--- src/rtl/keypad_tx_pkg.sv ---
// keypad_tx_pkg: shared types, constants and helpers for the keypad-to-UART
// transmitter (keypad_uart_tx and its serialiser uart_tx_byte).
// Build macro: TX_PARITY_EN -- when defined every frame carries one even-parity
// bit between the data bits and the stop bit (11-bit frames instead of 10).
package keypad_tx_pkg;

    // Serialiser states; PARITY only exists in the parity build.
    typedef enum logic [2:0] {
        IDLE   = 3'd0,
        START  = 3'd1,
        DATA   = 3'd2,
`ifdef TX_PARITY_EN
        PARITY = 3'd3,
`endif
        STOP   = 3'd4
    } tx_state_e;

    localparam logic [7:0] ASCII_ZERO = 8'h30;

`ifdef TX_PARITY_EN
    localparam int FRAME_BITS = 11;
`else
    localparam int FRAME_BITS = 10;
`endif

    // Cycles busy stays high for a transmission of 'count' digits plus terminator.
    function automatic int unsigned busy_cycles(input int unsigned count, input int unsigned clks);
        return (count + 32'd1) * 32'(FRAME_BITS) * clks;
    endfunction

    // Even parity over one data byte: XOR of all bits.
    function automatic logic even_parity(input logic [7:0] b);
        return ^b;
    endfunction

endpackage

--- src/rtl/keypad_uart_tx_chk.sv ---
// keypad_uart_tx_chk: run-time checks on the transmitter outputs.
//   - busy stays high for exactly busy_cycles(count, CLKS_PER_BIT) cycles
//   - txd is high whenever busy is low
// Ports: clk, reset, busy, txd, count (observed design outputs).
module keypad_uart_tx_chk
    import keypad_tx_pkg::*;
#(
    parameter int CLKS_PER_BIT = 5208,
    parameter int CW           = 3
) (
    input logic          clk,
    input logic          reset,
    input logic          busy,
    input logic          txd,
    input logic [CW-1:0] count
);
    logic        busy_q_r;
    int unsigned run_r;
    int unsigned exp_r;

    // Measure each busy window and compare against the expected length.
    always_ff @(posedge clk) begin
        if (reset) begin
            busy_q_r <= 1'b0;
            run_r    <= 32'd0;
            exp_r    <= 32'd0;
        end else begin
            busy_q_r <= busy;
            if (busy && !busy_q_r) begin
                run_r <= 32'd1;
                exp_r <= busy_cycles(32'(count), 32'(CLKS_PER_BIT));
            end else if (busy) begin
                run_r <= run_r + 32'd1;
            end else if (busy_q_r) begin
                assert (run_r == exp_r)
                else $error("busy window %0d cycles, expected %0d", run_r, exp_r);
            end else begin
                run_r <= 32'd0;
            end
            assert (busy || txd)
            else $error("txd low while not busy");
        end
    end

endmodule

--- src/rtl/uart_tx_byte.sv ---
// uart_tx_byte: one-byte UART serialiser (start, 8 data bits LSB first,
// optional even parity, stop), each bit CLKS_PER_BIT clk cycles.
// Build macro: TX_PARITY_EN enables the PARITY state.
// Ports:
//   clk, reset : clock and synchronous active-high reset
//   start      : load 'data' and begin a frame (sampled in IDLE, or in the
//                last stop cycle for back-to-back frames)
//   data       : byte to send
//   done       : high during the final cycle of the stop bit
//   txd        : registered serial output, idle high
module uart_tx_byte
    import keypad_tx_pkg::*;
#(
    parameter int CLKS_PER_BIT = 5208
) (
    input  logic       clk,
    input  logic       reset,
    input  logic       start,
    input  logic [7:0] data,
    output logic       done,
    output logic       txd
);
    localparam int             CCW    = $clog2(CLKS_PER_BIT);
    localparam logic [CCW-1:0] LAST_C = CCW'(CLKS_PER_BIT - 1);

    tx_state_e      state_r, state_s;
    logic [CCW-1:0] clk_cnt_r, clk_cnt_s;
    logic [2:0]     bit_idx_r, bit_idx_s;
    logic [7:0]     data_r, data_s;
    logic           txd_r, txd_s;
    logic           bit_end_s;

    assign bit_end_s = (clk_cnt_r == LAST_C);
    assign done      = (state_r == STOP) && bit_end_s;
    assign txd       = txd_r;

    // Next-state, bit timer and next txd value.
    always_comb begin
        state_s   = state_r;
        bit_idx_s = bit_idx_r;
        data_s    = data_r;
        case (state_r)
            IDLE: begin
                if (start) begin
                    state_s = START;
                    data_s  = data;
                end else begin
                    state_s = IDLE;
                end
            end
            START: begin
                if (bit_end_s) state_s = DATA;
                else           state_s = START;
            end
            DATA: begin
                if (bit_end_s) begin
                    if (bit_idx_r == 3'd7) begin
                        bit_idx_s = 3'd0;
`ifdef TX_PARITY_EN
                        state_s   = PARITY;
`else
                        state_s   = STOP;
`endif
                    end else begin
                        bit_idx_s = bit_idx_r + 3'd1;
                    end
                end else begin
                    state_s = DATA;
                end
            end
`ifdef TX_PARITY_EN
            PARITY: begin
                if (bit_end_s) state_s = STOP;
                else           state_s = PARITY;
            end
`endif
            STOP: begin
                if (bit_end_s) begin
                    // A start in the last stop cycle chains the next frame with no gap.
                    if (start) begin
                        state_s = START;
                        data_s  = data;
                    end else begin
                        state_s = IDLE;
                    end
                end else begin
                    state_s = STOP;
                end
            end
            default: begin
                state_s   = IDLE;
                bit_idx_s = 3'd0;
            end
        endcase

        if (state_r == IDLE) clk_cnt_s = '0;
        else if (bit_end_s)  clk_cnt_s = '0;
        else                 clk_cnt_s = clk_cnt_r + CCW'(1);

        // txd is computed from the next state so the output register changes
        // on the same edge as the state.
        case (state_s)
            IDLE:    txd_s = 1'b1;
            START:   txd_s = 1'b0;
            DATA:    txd_s = data_s[bit_idx_s];
`ifdef TX_PARITY_EN
            PARITY:  txd_s = even_parity(data_s);
`endif
            STOP:    txd_s = 1'b1;
            default: txd_s = 1'b1;
        endcase
    end

    // State and output registers.
    always_ff @(posedge clk) begin
        if (reset) begin
            state_r   <= IDLE;
            clk_cnt_r <= '0;
            bit_idx_r <= 3'd0;
            data_r    <= 8'h00;
            txd_r     <= 1'b1;
        end else begin
            state_r   <= state_s;
            clk_cnt_r <= clk_cnt_s;
            bit_idx_r <= bit_idx_s;
            data_r    <= data_s;
            txd_r     <= txd_s;
        end
    end

endmodule

--- src/rtl/keypad_uart_tx.sv ---
// keypad_uart_tx: collects up to DIGITS keypad digits, shows them packed as
// BCD, and on submit sends them as ASCII (oldest first) plus a TERM byte.
// Build macro: TX_PARITY_EN adds an even-parity bit to every frame.
// Ports:
//   clk, reset  : clock and synchronous active-high reset
//   num         : keypad digit, valid while numPressed is high
//   numPressed  : key-held level (rising edge = press)
//   clear       : level, rising edge empties the buffer
//   submit      : level, rising edge starts transmission
//   digits      : BCD buffer, newest digit in [3:0], unused slots 0
//   count       : number of valid digits
//   busy        : high from transmission start to end of the final stop bit
//   txd         : UART output, idle high
module keypad_uart_tx
    import keypad_tx_pkg::*;
#(
    parameter int         DIGITS       = 4,
    parameter int         CLKS_PER_BIT = 5208,
    parameter logic [7:0] TERM         = 8'h0D
) (
    input  logic                         clk,
    input  logic                         reset,
    input  logic [3:0]                   num,
    input  logic                         numPressed,
    input  logic                         clear,
    input  logic                         submit,
    output logic [4*DIGITS-1:0]          digits,
    output logic [$clog2(DIGITS+1)-1:0]  count,
    output logic                         busy,
    output logic                         txd
);
    localparam int            DW     = 4 * DIGITS;
    localparam int            CW     = $clog2(DIGITS + 1);
    localparam logic [CW-1:0] FULL_C = CW'(DIGITS);

    logic          np_hist_r, clear_hist_r, submit_hist_r;
    logic          press_ev_s, clear_ev_s, submit_ev_s;
    logic [DW-1:0] digits_r, digits_s, sh_digits_r, sh_digits_s;
    logic [CW-1:0] count_r, count_s, sh_count_r, sh_count_s;
    logic [CW-1:0] idx_r, idx_s;
    logic          busy_r, busy_s;
    logic          start_s, done_s;
    logic [7:0]    tx_byte_s;

    // Byte 'idx' of a transmission: digits oldest first, then TERM at idx == cnt.
    function automatic logic [7:0] pick_byte(input logic [DW-1:0] dbuf,
                                             input logic [CW-1:0] cnt,
                                             input logic [CW-1:0] idx);
        logic [CW-1:0] slot;
        logic [DW-1:0] sh;
        slot = cnt - idx - CW'(1);
        sh   = dbuf >> {slot, 2'b00};
        if (idx < cnt) return ASCII_ZERO + {4'h0, sh[3:0]};
        else           return TERM;
    endfunction

    assign press_ev_s  = numPressed & ~np_hist_r;
    assign clear_ev_s  = clear      & ~clear_hist_r;
    assign submit_ev_s = submit     & ~submit_hist_r;

    assign digits = digits_r;
    assign count  = count_r;
    assign busy   = busy_r;

    // Buffer update, event priority and byte sequencing.
    always_comb begin
        digits_s    = digits_r;
        count_s     = count_r;
        busy_s      = busy_r;
        idx_s       = idx_r;
        sh_digits_s = sh_digits_r;
        sh_count_s  = sh_count_r;
        start_s     = 1'b0;
        tx_byte_s   = TERM;
        if (busy_r) begin
            // All keypad events are ignored while a transmission runs.
            if (done_s) begin
                if (idx_r != sh_count_r) begin
                    start_s   = 1'b1;
                    idx_s     = idx_r + CW'(1);
                    tx_byte_s = pick_byte(sh_digits_r, sh_count_r, idx_s);
                end else begin
                    busy_s   = 1'b0;
                    idx_s    = '0;
                    digits_s = '0;
                    count_s  = '0;
                end
            end else begin
                busy_s = 1'b1;
            end
        end else if (submit_ev_s) begin
            if (count_r != '0) begin
                start_s     = 1'b1;
                busy_s      = 1'b1;
                idx_s       = '0;
                sh_digits_s = digits_r;
                sh_count_s  = count_r;
                tx_byte_s   = pick_byte(digits_r, count_r, '0);
            end else begin
                busy_s = 1'b0;
            end
        end else if (clear_ev_s) begin
            digits_s = '0;
            count_s  = '0;
        end else if (press_ev_s && (num <= 4'd9)) begin
            digits_s = (digits_r << 4) | DW'(num);
            if (count_r != FULL_C) count_s = count_r + CW'(1);
            else                   count_s = count_r;
        end else begin
            busy_s = 1'b0;
        end
    end

    // Edge history, buffer, shadow and sequencer registers.
    always_ff @(posedge clk) begin
        if (reset) begin
            np_hist_r     <= 1'b0;
            clear_hist_r  <= 1'b0;
            submit_hist_r <= 1'b0;
            digits_r      <= '0;
            count_r       <= '0;
            sh_digits_r   <= '0;
            sh_count_r    <= '0;
            idx_r         <= '0;
            busy_r        <= 1'b0;
        end else begin
            np_hist_r     <= numPressed;
            clear_hist_r  <= clear;
            submit_hist_r <= submit;
            digits_r      <= digits_s;
            count_r       <= count_s;
            sh_digits_r   <= sh_digits_s;
            sh_count_r    <= sh_count_s;
            idx_r         <= idx_s;
            busy_r        <= busy_s;
        end
    end

    uart_tx_byte #(
        .CLKS_PER_BIT (CLKS_PER_BIT)
    ) u_ser (
        .clk   (clk),
        .reset (reset),
        .start (start_s),
        .data  (tx_byte_s),
        .done  (done_s),
        .txd   (txd)
    );

    keypad_uart_tx_chk #(
        .CLKS_PER_BIT (CLKS_PER_BIT),
        .CW           (CW)
    ) u_chk (
        .clk   (clk),
        .reset (reset),
        .busy  (busy_r),
        .txd   (txd),
        .count (count_r)
    );

endmodule

--- config.mk ---
export PLATFORM = sky130hd
export DESIGN_NAME = keypad_uart_tx
export DESIGN_NICKNAME = d
export VERILOG_FILES = /design/src/rtl/keypad_tx_pkg.sv /design/src/rtl/keypad_uart_tx_chk.sv /design/src/rtl/uart_tx_byte.sv /design/src/rtl/keypad_uart_tx.sv
export SDC_FILE = /design/constraint.sdc
export NUM_CORES = 1
export LEC_CHECK = 0
export ABC_CLOCK_PERIOD_IN_PS = 4980
export CORE_MARGIN = 1
export CORE_UTILIZATION = 27
export CTS_CLUSTER_SIZE = 40
export DETAILED_ROUTE_END_ITERATION = 10
export PLACE_DENSITY = 0.43
export SLEW_MARGIN = 0
export SYNTH_ARGS = -nofsm -noshare
export SYNTH_HDL_FRONTEND = slang
export SYNTH_SLANG_ARGS = --single-unit
--- constraint.sdc ---
create_clock -name clk -period 4.98 [get_ports clk]
set_clock_uncertainty 0.1 [all_clocks]
set_input_delay 0.996 -clock clk [delete_from_list [all_inputs] [get_ports clk]]
set_output_delay 0.996 -clock clk [all_outputs]
set_load 0.01 [all_outputs]
==> summary.md <==
| Metric | Value |
|---|---|
| Crit. Startpoint | submit |
| CTS Buf Count | 9 |
| Post-synthesis average cell area | 8.84 um^2 |
| Critical path start-end classification | primary input to flop |
| R2R Path End | u_ser.txd |
| Pre-CTS worst setup slack | 1360 ps |
| Clock slew seen by the registers of the worst setup and hold paths | 60 ps |
| Maximum number of pins on one net before global-route repair | 29 |
| Io pins | 30 |
| Final core occ | 0.337 |
| Total cell area at the placement stage | 0.00394 mm^2 |
| Setup crit end kind | flop |
| Number of flip-flops and latches in the synthesized netlist | 73 |
| Synthesized Nets | 420 |
| Post-synth top flop | dfxtp_1 |
| Finished Cell Area | 0.00427 mm^2 |
| Area of the die | 0.0135 mm^2 |
| Number of diodes added for antenna fixing | 0 |
| Worst-case headroom to the max-slew limit | 0.488 |
| Worst-case reg-to-reg path depth | 8 |
| Hold buffer count at cts | 0 |
| RSZ-0062 raised after global routing | no |
| Actual transition at the worst max-transition pin | about 760 ps |
| Setup TNS | 0 ps |
| CTS max path bufs | 2 |
| Starting Density | 0.278 |
| Via density | 4.72 |
| Synthesized area | around 0.0035 mm^2 |
| Worst min path class | flop to flop |
| Via count of the first global-routing pass | 2771 |
| Skew-Pair Late Insertion Delay | 340 ps |
| Clock root cell | clkbuf_16 |
| Fill count | 1347 |
| Clock sink count | 73 |
| Total power density per cell area | about 320 mW/mm^2 |
| Nets@finish | 443 |
| Vias | roughly 2800 |
| # Max-Cap Violations | 0 |
| Post-CTS setup buffer count | 0 |
| Final WL | 8610 um |
| Row count | 41 |
| Wire length per cell | 14.4 um |
| Final-report max-slew violation count | 0 |
| Final cycle utilization of the critical path | 0.662 |
| Cells after Synth | between 300 and 400 |
| Number of levels in the clock H-tree | 3 |
| Post-synthesis to final-layout area growth | 21.0% |
| Area of the core | 0.0127 mm^2 |
| Starting DRC count in detailed routing | 121 |
| TritonCTS clock tree | built |
| CP required | 5150 ps |
| Number of synthesis warnings | 0 |
| Max rail drop VDD | 0.157 mV |
| Library cells used by synthesis | 69 |
| Detailed Place HPWL | approximately 6300 um |
| Floorplan die height | 116 um |
| Width of the chip | ~120 um |
| EDFF count, synth | 0 |
| Total overflow reported by the global router | 0 |
| Share of synthesized flip-flops with an asynchronous set or reset | 0 |
| Crit path to | idx_r[2] |
| Final setup violation count | 0 |
| Total routing usage reported by global routing | 0.139 |
| Crit path setup slack, layout | 1680 ps |
| Hold violation count in the final report | 0 |
| Crit-path max FO | 20 |
| First-pass GRT wire length | 14300 um |
| DRC violations left | 0 |
| Number of input and output port buffers inserted | 29 |
| Static leakage | 1.50 nW |
| Number of standard cells in the final layout excluding fillers | roughly 600 |
| Share of final-layout standard cells stronger than drive strength 1 | 0.105 |
| Number of antenna violations at the first check in global routing | 0 |
| Final period demand of the worst path | ~3300 ps |
| Max Clk Rate | between 300 and 400 MHz |
| Post-CTS resize count | 0 |
| Inst Count DP | approximately 600 |
| RePlAce Congestion | 0.694 |
| Startpoint type of the worst setup path | primary input |
| Worst reg2reg path startpoint | u_ser.clk_cnt_r[0] |
| Result of the run | complete, no violations |
| First drt pass iteration count | 4 |
| Data arrival time of the worst path | 3470 ps |
| Hold path cells | 2 |
| Sequential share of the synthesized area | 0.414 |
| ANT nets after route | 0 |
| Worst setup slack for register-to-register paths | 1890 ps |
stage by stage:
step                      hold WS, ps  power (mW)
after floorplan                   320       0.651
after global placement            340       0.672
after detailed placement          341       0.672
after CTS                         356        1.39
after global routing              381        1.43
final                             354        1.37
cell usage in the layout (no fill, tap or decap), types with 3 or more instances in the layout:
| master | count |
|---|---|
| o21ai_0 | 9 |
| and3_1 | 4 |
| nor2_1 | 42 |
| a21oi_1 | 38 |
| a22oi_1 | 10 |
| xnor2_1 | 6 |
| dfxtp_1 | 73 |
| ha_1 | 11 |
| and2_1 | 3 |
| clkdlybuf4s50_1 | 28 |
| nor3_1 | 7 |
| xor2_1 | 10 |
| nand2_1 | 66 |
| o211a_1 | 3 |
| nand4_1 | 3 |
| inv_1 | 11 |
| nand3_1 | 12 |
| clkbuf_16 | 9 |
| nor2b_1 | 8 |
| mux4_2 | 6 |
registers in the layout, summed over array words and instances, names as in the netlist:
register         cells
clear_hist_r         1
digits              16
u_ser.txd            1
u_ser.state_r        3
busy                 1
count                3
u_ser.bit_idx_r      3
u_ser.clk_cnt_r     13
u_ser.data_r         8
np_hist_r            1
sh_count_r           3
sh_digits_r         16
idx_r                3
submit_hist_r        1
layout make-up:
cell class | instances | area [um^2] | area share
sequential | 73 | 1460 | 0.342
clock buffer | 12 | 256 | 0.0601
multi-input combinational | 296 | 1920 | 0.450
timing repair buffer | 31 | 300 | 0.0704
inverter | 11 | 41.3 | 0.00967
clock inverter | 4 | 73.8 | 0.0173
tap | 172 | 215 | 0.0504
routing by layer:
metal	track usage	routed length (um)
met3	0.0379	256
met2	0.217	4000
met4	0.0513	101
met5	0	0
met1	0.185	4260
synth_stat cells (4+ instances only):
cell	number	area (um^2)
dfxtp_1	73	1460
nand2_1	66	248
nor2_1	42	158
a21oi_1	38	190
clkbuf_1	13	48.8
nand3_1	12	60.1
ha_1	11	138
inv_1	11	41.3
a22oi_1	10	75.1
xor2_1	10	87.6
o21ai_0	9	45.0
nor2b_1	8	50.1
nor3_1	7	35.0
mux4_2	6	135
xnor2_1	6	52.6
and3_1	4	25.0
how the worst min path moves through the flow:
| stage | start | endpoint |
|---|---|---|
| after floorplan | u_ser.data_r[7] | u_ser.data_r[7] |
| after global placement | u_ser.data_r[7] | u_ser.data_r[7] |
| after detailed placement | u_ser.data_r[7] | u_ser.data_r[7] |
| after CTS | sh_digits_r[8] | sh_digits_r[8] |
| after global routing | u_ser.data_r[7] | u_ser.data_r[7] |
| final | sh_digits_r[8] | sh_digits_r[8] |
worst max-delay path: stages:
cell	delay [ps]
clkdlybuf4s50_1	480
or3b_2	520
a21oi_1	190
buf_4	270
a41oi_1	150
or4b_2	710
a21oi_1	150
logic make-up (layout without fill, tap and decap cells):
| group | Yosys count | count (layout) | synth area share |
|---|---|---|---|
| and+or+nand+nor | 170 | 170 | 0.235 |
| AOI/OAI and AO/OA | 89 | 89 | 0.170 |
| DFF | 73 | 73 | 0.414 |
| buffers and inverters | 30 | 58 | 0.0415 |
| xor gates and xnor gates | 16 | 16 | 0.0397 |
| adders and majority gates | 12 | 12 | 0.0447 |
| muxes | 9 | 9 | 0.0553 |
power by group:
part / internal (mW) / switching [mW] / leakage, nW
Combinational: 0.0230 / 0.0391 / 0.749
Clock: 0.467 / 0.246 / 0.163
Sequential: 0.590 / 0.00665 / 0.589
Total: 1.08 / 0.292 / 1.50
(Power assumes the default switching activity.)
